**config.mk**
```make
export PLATFORM = sky130hd
export DESIGN_NAME = uart_tx_arbiter
export DESIGN_NICKNAME = d
export VERILOG_FILES = /design/src/rtl/uart_tx_arbiter.sv
export SDC_FILE = /design/constraint.sdc
export NUM_CORES = 1
export LEC_CHECK = 0
export BUFFER_PORTS_ARGS = -buffer_cell sky130_fd_sc_hd__buf_4
export CAP_MARGIN = 40
export CELL_PAD_IN_SITES_DETAIL_PLACEMENT = 2
export CELL_PAD_IN_SITES_GLOBAL_PLACEMENT = 2
export CORE_MARGIN = 5
export CORE_UTILIZATION = 25
export DETAILED_ROUTE_END_ITERATION = 8
export PLACE_DENSITY = 0.85
export SYNTH_ARGS = -nofsm -noshare
export SYNTH_HDL_FRONTEND = slang
export SYNTH_SLANG_ARGS = --single-unit
```
**constraint.sdc**
```tcl
create_clock -name baud_clk -period 2.36 [get_ports baud_clk]
set_input_delay 0.472 -clock baud_clk [delete_from_list [all_inputs] [get_ports baud_clk]]
set_output_delay 0.472 -clock baud_clk [all_outputs]
set_load 0.005 [all_outputs]
```
**src/rtl/uart_tx_arbiter.sv**
```systemverilog
// uart_tx_arbiter
// Round-robin arbiter that feeds bytes from four requesters into a single
// UART transmitter. Once a requester wins, it keeps ownership until it sends
// a byte marked last, or until the transmitter fails to start.
//
// Ports
//   baud_clk     clock, all logic on the rising edge
//   nrst         synchronous reset, active-high
//   req_valid    per-requester byte-valid
//   req_data     requester bytes, requester i on [8i+7:8i]
//   req_last     marks the final byte of a requester's message
//   req_ready    one-hot combinational accept strobe
//   busy_tx      busy flag from the transmitter
//   tx_en        start request to the transmitter
//   din          byte to the transmitter (registered)
//   grant        one-hot current owner, 0 when nobody owns the channel
//   err_timeout  one-cycle pulse when the transmitter never started
//
// state | meaning
// IDLE  | waiting for a requester and a free transmitter; accept happens here
// START | tx_en high, waiting for busy_tx, bounded by TIMEOUT cycles
// DRAIN | transmitter busy with the byte; wait for busy_tx to fall

module uart_tx_arbiter #(
    parameter int NREQ    = 4,
    parameter int TIMEOUT = 4
) (
    input  logic              baud_clk,
    input  logic              nrst,
    input  logic [NREQ-1:0]   req_valid,
    input  logic [8*NREQ-1:0] req_data,
    input  logic [NREQ-1:0]   req_last,
    output logic [NREQ-1:0]   req_ready,
    input  logic              busy_tx,
    output logic              tx_en,
    output logic [7:0]        din,
    output logic [NREQ-1:0]   grant,
    output logic              err_timeout
);

    typedef enum logic [1:0] {
        S_IDLE  = 2'd0,
        S_START = 2'd1,
        S_DRAIN = 2'd2
    } state_t;

    state_t     state_q, state_d;
    logic [1:0] ptr_q, ptr_d;
    logic [1:0] owner_q, owner_d;
    logic       lock_q, lock_d;
    logic       last_q, last_d;
    logic       err_q, err_d;
    logic [7:0] din_q, din_d;
    logic [3:0] cnt_q, cnt_d;

    logic       sel_vld;
    logic [1:0] sel;
    logic [1:0] rr_idx;
    logic       accept;

    // Requester selection. While locked only the owner is eligible; otherwise
    // scan from ptr upward. The loop runs from the far end down so the
    // requester closest to ptr is the one left standing.
    always_comb begin
        sel_vld = 1'b0;
        sel     = ptr_q;
        rr_idx  = ptr_q;
        if (lock_q) begin
            sel     = owner_q;
            sel_vld = req_valid[owner_q];
        end else begin
            for (int k = NREQ - 1; k >= 0; k--) begin
                rr_idx = ptr_q + 2'(k);
                if (req_valid[rr_idx]) begin
                    sel_vld = 1'b1;
                    sel     = rr_idx;
                end
            end
        end
    end

    // A byte is only taken in IDLE with the transmitter free and out of reset.
    assign accept = (state_q == S_IDLE) && !busy_tx && sel_vld && !nrst;

    always_ff @(posedge baud_clk) begin
        if (nrst) begin
            state_q <= S_IDLE;
            ptr_q   <= 2'd0;
            owner_q <= 2'd0;
            lock_q  <= 1'b0;
            last_q  <= 1'b0;
            err_q   <= 1'b0;
            din_q   <= 8'h00;
            cnt_q   <= 4'd0;
        end else begin
            state_q <= state_d;
            ptr_q   <= ptr_d;
            owner_q <= owner_d;
            lock_q  <= lock_d;
            last_q  <= last_d;
            err_q   <= err_d;
            din_q   <= din_d;
            cnt_q   <= cnt_d;
        end
    end

    always_comb begin
        state_d = state_q;
        ptr_d   = ptr_q;
        owner_d = owner_q;
        lock_d  = lock_q;
        last_d  = last_q;
        din_d   = din_q;
        cnt_d   = cnt_q;
        err_d   = 1'b0;
        case (state_q)
            S_IDLE: begin
                if (accept) begin
                    din_d   = req_data[{sel, 3'b000} +: 8];
                    last_d  = req_last[sel];
                    owner_d = sel;
                    lock_d  = 1'b1;
                    cnt_d   = 4'd0;
                    state_d = S_START;
                end
            end
            S_START: begin
                if (busy_tx) begin
                    state_d = S_DRAIN;
                end else if (cnt_q == 4'(TIMEOUT - 1)) begin
                    // Transmitter never started: drop the byte and release
                    // the channel so one stuck requester cannot starve others.
                    err_d   = 1'b1;
                    lock_d  = 1'b0;
                    ptr_d   = owner_q + 2'd1;
                    state_d = S_IDLE;
                end else begin
                    cnt_d = cnt_q + 4'd1;
                end
            end
            S_DRAIN: begin
                if (!busy_tx) begin
                    state_d = S_IDLE;
                    if (last_q) begin
                        lock_d = 1'b0;
                        ptr_d  = owner_q + 2'd1;
                    end
                end
            end
            default: state_d = S_IDLE;
        endcase
    end

    always_comb begin
        req_ready = '0;
        grant     = '0;
        if (accept) begin
            req_ready[sel] = 1'b1;
        end
        if (lock_q) begin
            grant[owner_q] = 1'b1;
        end
    end

    assign tx_en       = (state_q == S_START);
    assign din         = din_q;
    assign err_timeout = err_q;

endmodule
```
==> metrics.md <==
| Metric | Value |
|---|---|
| Hold_buf cts | `0` |
| TNS Setup | `0 ns` |
| Initial antenna violation count | `0` |
| Net Sw Frac | `37.1%` |
| Number of flops mapped to enable cells by yosys | `0` |
| Clock latency on the worst-skew pair | `between 0.2 and 0.3 ns` |
| CTS max path bufs | `2` |
| CP Data Arrival Time | `1.86 ns` |
| FF+latch count, synth | `21` |
| Primary FF master, synth | `dfxtp_1` |
| Sequential area share after synthesis | `between 20% and 30%` |
| Vias in the first global route | `1606` |
| Antenna Cells | `0` |
| Htree depth | `1` |
| Final Hold Violating Endpoints | `0` |
| Cell area after technology mapping | `roughly 1400 sq um` |
| Clk root buf | `clkbuf_8` |
| Cell Rows | `27` |
| Total track usage | `13.4%` |
| Routed wire length per instance | `16.9 um` |
| DRT Wirelength | `between 4 and 5 mm` |
| Core Box Area | `5540 sq um` |
| Detailed Route Iter0 Violations | `41` |
| TritonCTS clock tree | `built` |
| Syn_area_per_cell | `about 9.4 sq um` |
| Dpl ws | `approximately 0.018 ns` |
| CP Cell Sequence | `buf_4, or2_2, or4_4, o211ai_4, inv_2, and3_1, buf_4` |
| Slack of the critical path | `0.0306 ns` |
| Global-route wire length before repair | `7.84 mm` |
| Crit path capture type | `output pin` |
| Most common cell on crit path | `buf_4` |
| Count of cell types in the netlist | `38` |
| Peak fanout along the critical path | `6` |
| Power Density | `795 nW/um^2` |
| Outcome | `completed` |
| Post-DP Area | `2030 sq um` |
| Worst Skew | `0.0111 ns` |
| Buffers on Ports | `60` |
| Finish-stage setup viols | `0` |
| Worst Hold Margin | `0.449 ns` |
| Global route overflow | `0` |
| Clock sink count | `21` |
| Peak supply drop | `0.000319 V` |
| Largest net degree at the start of global routing | `22` |
| Hold Crit Class | `in2reg` |
| Logic pwr share | `55.0%` |
| Post-route DRC | `0` |
| Hpwl dp | `between 3 and 4 mm` |
| Final Total Pwr | `1690 uW` |
| Power Internal | `1060 uW` |
| Critical setup path kind | `in2out` |
| Reg power frac | `30.4%` |
| CP delay by family, top | `simple AND/OR/NAND/NOR gates` |
| Nets | `around 280` |
| Net switching power | `625 uW` |
| Area leader, netlist | `dfxtp_1` |
| Iteration count of the initial detailed-routing pass | `4` |
| Die ar. | `7350 sq um` |
| Synth warn | `0` |
| Post-Syn Nets | `205` |
| Tightest Pin Transition | `0.411 ns` |
| Via count | `1473` |
| Final Cycle Share | `98.7%` |
| Layout area overhead | `47.9%` |
| Async SR Flop Fraction | `0%` |
| Area contributors post-synth | `dfxtp_1 29%, mux4_2 11%, ha_1 8.7%, mux4_1 5.5%, a21o_1 5.2%` |
| Die Ht | `around 86 um` |
| Post-synthesis instance total | `around 150` |
| Clk pin slew, worst setup/hold paths | `approximately 0.08 ns` |
| ANT nets after route | `0` |
| RePlAce Congestion | `0.783` |
| CP max stage cell | `or4_4` |
| Yosys top cell area share | `29.3%` |
| FILL cells | `roughly 640` |
| Layout cells sized above 1 | `between 40% and 50%` |
| Worst slew margin | `72.6%` |
| Crit start category | `input pin` |
| Minimum clock period | `2.33 ns` |
| Starting Density | `25.9%` |
| Final Instance Area | `2120 sq um` |
| Maxcap violations | `0` |
| Worst path max stage delay | `0.44 ns` |
| Leakage | `0.00101 uW` |
| Clock power frac | `14.6%` |
| Fmax | `429 MHz` |
| Number of buffers and inverters on the critical path | `3` |
| WP data required | `around 1.9 ns` |
| IO Count | `61` |
| Vias per inst | `5.03` |
| Num CTS Buffers | `3` |
| Slew Limit Fails | `0` |
| Die Width | `around 86 um` |
==> per-stage QoR <==
stage / std cells / util [%]
final: 293 / 38.3
after global routing: 293 / 38.3
after CTS: 292 / 37.7
after detailed placement: 288 / 36.7
after global placement: 288 / 36.7
after floorplan: 152 / -
==> final timing paths <==
kind,from,to,slack [ns],cells after the start
min reg2reg,cnt_q[1],cnt_q[1],0.48,2
max,req_valid[1],req_ready[2],0.03,7
min,busy_tx,err_timeout,0.45,2
max reg2reg,cnt_q[0],state_q[1],0.28,7
==> power by group through the flow <==
stage / clock network (uW) / registers, uW / logic, uW
after CTS: 257 / 508 / 924
after global routing: 272 / 526 / 1020
after floorplan: 0 / 502 / 530
after global placement: 0 / 507 / 874
final: 246 / 512 / 928
after detailed placement: 0 / 516 / 910
==> per-layer routing <==
layer	vias to the layer above	routed length, um	global-route usage, %
li1	702	-	-
met2	46	2660	25.4
met4	0	0	1.73
met1	725	1930	14.4
met3	0	370	5.19
met5	-	0	0
==> worst register-to-register path, cell delays in order, from the launching register on <==
cell	delay, ns
dfxtp_1	0.40
ha_1	0.22
or3b_2	0.48
nand2_1	0.16
nor2_1	0.06
a221oi_1	0.35
o21ai_0	0.17
nor2b_1	0.16
==> logic make-up (layout without fill, tap and decap cells) <==
group                    after synthesis  count (layout)  share of synthesized area [%]
AO/OA/AOI/OAI                         41              41                           19.0
adder cells (fa/ha/maj)               10              10                           8.73
buffers and inverters                 18              87                           5.41
flip-flops                            21              21                           29.3
multiplexers                          12              12                           17.9
AND/OR/NAND/NOR                       50              50                           19.6
==> sequential cells by signal, summed over array words and instances (netlist names) <==
name and cells:
din 8, cnt_q 4, owner_q 2, ptr_q 2, state_q 2, err_timeout 1
last_q 1, lock_q 1
==> cell usage in the layout, fill, tap and decap left out, types with 3 or more instances in the layout <==
master,n
a211oi_1,3
buf_4,70
nand2_1,7
ha_1,10
mux4_2,7
nor2_1,11
a21o_1,10
a21oi_1,12
inv_2,4
dfxtp_1,19
clkbuf_8,3
o21ai_0,5
nor2b_1,3
mux4_1,3
nor3b_1,9
inv_1,7
nand3_1,3
and2_1,6
==> cells in the mapped netlist (2+ instances only) <==
cell	count
ha_1	10
a21o_1	10
a211oi_1	3
nor2_1	11
nand2_1	7
clkbuf_1	4
inv_2	2
mux2i_1	2
o211ai_1	2
nor3b_1	10
and2_1	6
o21ai_0	5
nor3_1	2
buf_2	2
mux4_2	7
nor2b_1	3
inv_1	9
or4_1	2
a21oi_1	12
nand3_1	3
dfxtp_1	21
mux4_1	3
==> cell type report <==
cell class / count / area (sq um) / area share [%]
well taps: 72 / 90.1 / 4.25
flip-flops and latches: 21 / 423 / 19.9
inverters: 11 / 41.3 / 1.95
clock inverters: 1 / 7.51 / 0.354
repair buffers: 72 / 557 / 26.3
multi-input cells: 113 / 961 / 45.3
clock buffers: 3 / 41.3 / 1.95
==> timing repair <==
item                       in CTS  in global routing
buffers inserted                0                  1
pin swaps                       0                  1
cloned                          0                  0
gates resized for setup         2                  8
setup endpoints to repair       1                  4
Note: power is estimated with default switching activity, not from simulation.
